===== src/rtl/lu_rr_sequencer.sv =====
// Two-requester round-robin front end for one shared, registered W-bit logic/compare unit.
// Only one operation is in flight: IDLE accepts, EXEC computes, RESP holds until the consumer takes it.
module lu_rr_sequencer #(
    parameter int W     = 4,
    parameter int CNT_W = 8
) (
    input  logic             clk,
    input  logic             rst_n,
    input  logic [1:0]       req_valid,
    output logic [1:0]       req_ready,
    input  logic [2:0]       op0,
    input  logic [2:0]       op1,
    input  logic [W-1:0]     a0,
    input  logic [W-1:0]     b0,
    input  logic [W-1:0]     a1,
    input  logic [W-1:0]     b1,
    output logic             resp_valid,
    input  logic             resp_ready,
    output logic             resp_id,
    output logic [W-1:0]     result,
    output logic             busy,
    output logic [CNT_W-1:0] done_cnt
);

    typedef enum logic [1:0] {IDLE, EXEC, RESP} state_t;

    state_t           state_q, state_d;
    logic             last_grant_q, last_grant_d;
    logic             resp_valid_q, resp_valid_d;
    logic             resp_id_q, resp_id_d;
    logic [W-1:0]     result_q, result_d;
    logic [CNT_W-1:0] done_cnt_q, done_cnt_d;

    logic [2:0]       op_q, op_d;
    logic [W-1:0]     a_q, a_d;
    logic [W-1:0]     b_q, b_d;
    logic             id_q, id_d;

    logic             win_id;
    logic [1:0]       grant;
    logic             accept;

    function automatic logic [W-1:0] lu_eval(input logic [2:0] op,
                                             input logic [W-1:0] a,
                                             input logic [W-1:0] b);
        logic [W-1:0] r;
        r = '0;
        case (op)
            3'b000: r = ~a;
            3'b001: r = a & b;
            3'b010: r = ~(a & b);
            3'b011: r = a | b;
            3'b100: r = ~(a | b);
            3'b101: r = a ^ b;
            3'b110: r = ~(a ^ b);
            3'b111: begin
                r[0] = (a == b);
                r[1] = (a > b);
                r[2] = (a < b);
            end
            default: r = '0;
        endcase
        return r;
    endfunction

    // On a tie the requester that did not win last time goes first.
    always_comb begin
        win_id = (req_valid == 2'b11) ? ~last_grant_q : req_valid[1];
        grant  = 2'b00;
        if (state_q == IDLE && req_valid != 2'b00) begin
            grant = win_id ? 2'b10 : 2'b01;
        end
        accept = |grant;
        op_d   = win_id ? op1 : op0;
        a_d    = win_id ? a1  : a0;
        b_d    = win_id ? b1  : b0;
        id_d   = win_id;
    end

    assign req_ready = grant;

    always_comb begin
        state_d      = state_q;
        last_grant_d = last_grant_q;
        resp_valid_d = resp_valid_q;
        resp_id_d    = resp_id_q;
        result_d     = result_q;
        done_cnt_d   = done_cnt_q;
        case (state_q)
            IDLE: begin
                if (accept) begin
                    state_d      = EXEC;
                    last_grant_d = win_id;
                end
            end
            EXEC: begin
                result_d     = lu_eval(op_q, a_q, b_q);
                resp_id_d    = id_q;
                resp_valid_d = 1'b1;
                state_d      = RESP;
            end
            RESP: begin
                if (resp_ready) begin
                    resp_valid_d = 1'b0;
                    done_cnt_d   = done_cnt_q + 1'b1;
                    state_d      = IDLE;
                end
            end
            default: state_d = IDLE;
        endcase
    end

    always_ff @(posedge clk or negedge rst_n) begin
        if (!rst_n) begin
            state_q      <= IDLE;
            last_grant_q <= 1'b1;
            resp_valid_q <= 1'b0;
            resp_id_q    <= 1'b0;
            result_q     <= '0;
            done_cnt_q   <= '0;
        end else begin
            state_q      <= state_d;
            last_grant_q <= last_grant_d;
            resp_valid_q <= resp_valid_d;
            resp_id_q    <= resp_id_d;
            result_q     <= result_d;
            done_cnt_q   <= done_cnt_d;
        end
    end

    // Operand latch: captured only on acceptance so later requester changes cannot leak in.
    always_ff @(posedge clk) begin
        if (accept) begin
            op_q <= op_d;
            a_q  <= a_d;
            b_q  <= b_d;
            id_q <= id_d;
        end
    end

    assign resp_valid = resp_valid_q;
    assign resp_id    = resp_id_q;
    assign result     = result_q;
    assign done_cnt   = done_cnt_q;
    assign busy       = (state_q != IDLE);

endmodule


===== config.mk =====
export PLATFORM = sky130hd
export DESIGN_NAME = lu_rr_sequencer
export DESIGN_NICKNAME = d
export VERILOG_FILES = /design/src/rtl/lu_rr_sequencer.sv
export SDC_FILE = /design/constraint.sdc
export NUM_CORES = 1
export LEC_CHECK = 0
export ABC_AREA = 1
export BUFFER_PORTS_ARGS = -buffer_cell sky130_fd_sc_hd__buf_2
export CORE_UTILIZATION = 53
export DETAILED_ROUTE_END_ITERATION = 12
export PLACE_DENSITY = 0.84
export SLEW_MARGIN = 20
export SYNTH_ARGS = -nofsm -noshare
export SYNTH_HDL_FRONTEND = slang
export SYNTH_SLANG_ARGS = --single-unit

===== constraint.sdc =====
create_clock -name clk -period 1.8 [get_ports clk]
set_input_delay 0.18 -clock clk [delete_from_list [all_inputs] [get_ports clk]]
set_output_delay 0.18 -clock clk [all_outputs]
set_load 0.03 [all_outputs]

# Word level (Yosys, flattened, before mapping)
# Cells that the tools add are included.
word_totals:
  register_bits: 29
  input_bits: 27
  out_inout_bits: 17
  elab_cells: 58
op_classes:
  n_addsub: 1
  magnitude_cmp: 2
  n_eq_ne: 13
  muxes: 13
  bitwise: 8
  n_reduce_logical: 11
ops:
  columns: ["cell", "count"]
  rows:
  - ["case mux 3 bit (8 select lines)", 1]
  - ["NOT 4 bit", 4]
  - ["equality test 3 bit, second input constant", 4]
  - ["adder 8 x 1 -> 8 bit, second input constant", 1]
  - ["2-to-1 mux 2 bit", 4]
  - ["2-to-1 mux 4 bit", 2]
  - ["AND reduction 2 bit", 4]
  - ["case mux 1 bit (7 select lines)", 1]
  - ["equality test 3 x 2 -> 1 bit, second input constant", 2]
  - ["case mux 2 bit (3 select lines)", 1]
  - ["nonzero test 2 bit", 3]
  - ["bitwise AND 4 bit", 1]
  - ["equality test 2 bit, second input constant", 2]
  - ["equality test 4 bit", 1]
  - ["greater-than comparator 4 bit", 1]
  - ["less-than comparator 4 bit", 1]
  - ["inequality test 2 bit, second input constant", 2]
  - ["bitwise OR 4 bit", 1]
  - ["bitwise XOR 4 bit", 1]
  - ["equality test 3 x 1 -> 1 bit, second input constant", 1]
  - ["zero test 3 bit", 1]
  - ["2-to-1 mux 3 bit", 1]
  - ["equality test 2 x 1 -> 1 bit, second input constant", 1]
  - ["zero test 2 bit", 1]
  - ["5 further kinds", 6]

# Longest topological paths before layout
logic_depth:
  ltp_word: 7
  depth_mapped: 9
  ltp_nobuf: 9

# Worst setup path after synthesis
# Ideal clock, no wire load.
synth_path:
  path_type: "reg2out"
  startpoint: "register last_grant_q"
  endpoint: "output port req_ready[0]"
  t_arrival_ns: 1.322
  required_ns: 1.620
  setup_slack_ns: 0.298
  stages_incl_launch_ff: 6
  path_buffers: 1
  cell_sequence: "dfstp_2 -> nand2_1 -> nand2_1 -> inv_1 -> buf_2 -> nor2_1"
synth_via:
  elab_chain_len: 4
synth_rtl:
  columns: ["element", "line", "text"]
  rows:
  - ["start: declaration", "28", "logic last_grant_q, last_grant_d;"]
  - ["start signal: assignment", "123", "last_grant_q <= last_grant_d;"]
  - ["NOT 1 bit", "68", "win_id = (req_valid == 2'b11) ? ~last_grant_q : req_valid[1];"]
  - ["2-to-1 mux 1 bit", "68", null]
  - ["named net id_d", "37", "logic id_q, id_d;"]
  - ["2-to-1 mux 2 bit", "71", "grant = win_id ? 2'b10 : 2'b01;"]
  - ["2-to-1 mux 2 bit", "70", "if (state_q == IDLE && req_valid != 2'b00) begin"]
  - ["end: declaration", "10", "output logic [1:0] req_ready,"]
# The timed path passes the listed nets, and every way through them passes these cells.

# Final worst setup path
layout_path:
  startpoint: "register last_grant_q"
  endpoint: "output port req_ready[0]"
layout_via:
  elab_chain_len: 4
layout_rtl:
  columns: ["element", "line"]
  rows:
  - ["NOT 1 bit", "68"]
  - ["2-to-1 mux 1 bit", "68"]
  - ["2-to-1 mux 2 bit", "71"]
  - ["2-to-1 mux 2 bit", "70"]
# No other way between the ends.

==> flow_metrics.tcl <==
set metrics [dict create \
    cellLeakagePower_nw 1.21 \
    syn_inst 235 \
    slowest_stage "dfstp_2" \
    synth_area_leaders "dfrtp_1 (22%), edfxtp_1 (20%), nand2_1 (17%)" \
    min_period_ps 1660 \
    setup_tns_ps 0 \
    cpMostUsedCell "nand2_1" \
    area_growth_pct 18.6 \
    status "finished, final reports clean" \
    critical_path_class "flop to primary output" \
    relSlewSlack 0.699 \
    die_height_um 60.8 \
    finalCritPeriodShare 0.921 \
    dpl.hpwl_um 2800 \
    clk_path_buf_depth 2 \
    numCtsBuffers 5 \
    min_path_type "primary input to flop" \
    synth.distinct_cells 26 \
    critPathLaunchType "flop" \
    rsz0062_at_grt "no" \
    yosys.area.top_type_share 0.219 \
    io_buffers 43 \
    htree_num_levels 2 \
    drt_pass1_iterations 4 \
    grt_pass1_vias 1378 \
    power_per_cell_area_mw_per_mm2 1580 \
    synth_seq_cells 29 \
    routabilityCongestion 0.847 \
    num_rows 20 \
    pin_count 44 \
    cts_root_buf "clkbuf_4" \
    routedWlPerCell_um 10.7 \
    slowest_delay_ps 550 \
    cap_violations 0 \
    clkTransAtPathRegs_ps 90 \
    endpoint_kind "primary output" \
    drt-total-wl_um 3520 \
    tightest_slew_ps 451 \
    critical_path_arrival_ps 1480 \
    grt_remaining_overflow 0 \
    worst-path-buf-inv 2 \
    antenna_found_initial 0 \
    antenna_cells 0 \
    drc_errors 0 \
    hold_viol_final 0 \
    design_area_mm2 0.00217 \
    ir_drop_uv 937 \
    yosys_warnings 0 \
    mappedNetlistArea_mm2 0.00183 \
    required_ps 1620 \
    viasPerCell 4.76 \
    clkLatencyLatePin_ps 320 \
    drt_iter0_markers 122 \
    drive_gt1_frac 0.222 \
    dieArea_mm2 0.00369 \
    start_util 0.580 \
    drv_slew 0 \
    syn_nets 275 \
    path_cells "nand2_1, nand2_1, clkinvlp_4, nor2_1, buf_2" \
    die_x_um 60.8 \
    core_mm2 0.00315 \
    clock_sink_count 29 \
    track_usage 0.213 \
    antenna_left 0 \
    cp_top_family "flip-flops" \
    placed_cell_area_mm2 0.00207 \
    fmax_mhz 603 \
    cts_tree "done" \
    avgSynthCellArea_um2 7.78 \
    setup_violations 0 \
    finClkSkew_ps 9.07 \
    yosysSeqAreaShare 0.430 \
    grt_pass1_wl_um 5690 \
    final_net_count 323 \
    synth_top_area_cell "dfrtp_1" \
    grt_max_degree 18 \
    num_vias 1561 \
    path_max_fanout 3 \
]
==> flip-flops by register name (all words and copies together), names as in the netlist <==
name,flops
last_grant_q,1
result,4
state_q,2
resp_valid,1
done_cnt,8
op_q,3
a_q,4
id_q,1
resp_id,1
b_q,4
==> cells in the final DEF, fill, tap and decap left out <==
master and count:
nand2_1 83, buf_2 43, inv_1 34, nor2_1 16
dfrtp_1 16, nand3_1 14, o21ai_0 13, ha_1 13
edfxtp_1 12, xor2_1 6, nand4_1 5, clkbuf_4 5
inv_2 3, o21ai_1 2, nor2_4 2, a21oi_1 2
buf_4 2, clkinvlp_4 1, nand3_4 1, nor3_1 1
o21bai_1 1, nand2_2 1, o21ai_2 1, nor3_2 1
mux2i_1 1, clkbuf_8 1, clkbuf_16 1, clkbuf_1 1
dlygate4sd3_1 1, dfstp_2 1
==> power by group <==
part	internal (mW)	leakage, nW	switching, mW	total [mW]
Clock	0.276	0.0437	0.215	0.491
Combinational	0.543	0.843	1.16	1.71
Sequential	1.01	0.321	0.234	1.24
Total	1.82	1.21	1.61	3.44
==> worst paths after layout <==
path | from | endpoint | slack, ps | depth (start not counted)
min in group asynchronous | rst_n | resp_id | 300 | 2
max reg2reg | state_q[1] | b_q[3] | 320 | 3
min | resp_ready | state_q[1] | 120 | 2
min reg2reg | id_q | resp_id | 460 | 2
max in group asynchronous | rst_n | last_grant_q | 1190 | 2
max | last_grant_q | req_ready[0] | 140 | 5
==> cell families after synthesis <==
logic type | after synthesis | share of synthesized area
AND/OR/NAND/NOR | 124 | 0.292
buffers and inverters | 43 | 0.0992
flip-flops | 29 | 0.430
AO/OA/AOI/OAI | 19 | 0.0554
adder cells (fa/ha/maj) | 13 | 0.0889
XOR/XNOR | 6 | 0.0287
multiplexers | 1 | 0.00547
==> cell usage after synthesis, drive strengths merged <==
cell	count
ha	13
nand3	15
dfstp	1
nor2	18
o21bai	1
a21oi	2
inv	38
buf	5
nand2	84
nand4	5
edfxtp	12
mux2i	1
dfrtp	16
o21ai	16
nor3	2
xor2	6
==> stage by stage <==
stage	power (mW)	util	cells	worst slack, ps	hold WS, ps
after floorplan	2.51	-	235	298	-116
after global placement	2.89	0.656	318	363	114
after detailed placement	2.95	0.656	318	262	116
after CTS	3.45	0.685	327	67.8	108
after global routing	3.73	0.688	328	69.9	109
final	3.44	0.688	328	142	117
==> repair_timing <==
item                                    4_1_cts  5_1_grt
setup buffers                                 0        1
hold buffers                                  1        0
endpoints found under the hold margin        16        0
resized for setup                             0        2
endpoints found under the setup margin        0        1
==> worst reg2reg max path, stage by stage (launching register included) <==
cell	delay, ps
dfrtp_1	440
nor2_1	160
o21ai_1	150
inv_1	380
==> routing by layer <==
layer	global-route usage	up-vias	wire (µm)
met1	0.291	686	1700
met3	0.0512	6	195
met4	0.0747	0	46
li1	-	826	-
met2	0.333	43	1580
met5	0	-	0
==> area by class of cell <==
cell class | count | area (µm²)
Clock buffer | 8 | 80.1
Fill cell | 289 | 983
Inverter | 38 | 146
Multi-Input combinational cell | 163 | 861
Sequential cell | 29 | 787
Tap cell | 44 | 55.1
Timing Repair Buffer | 46 | 240
No activity file was read; power rests on OpenSTA's default activity.
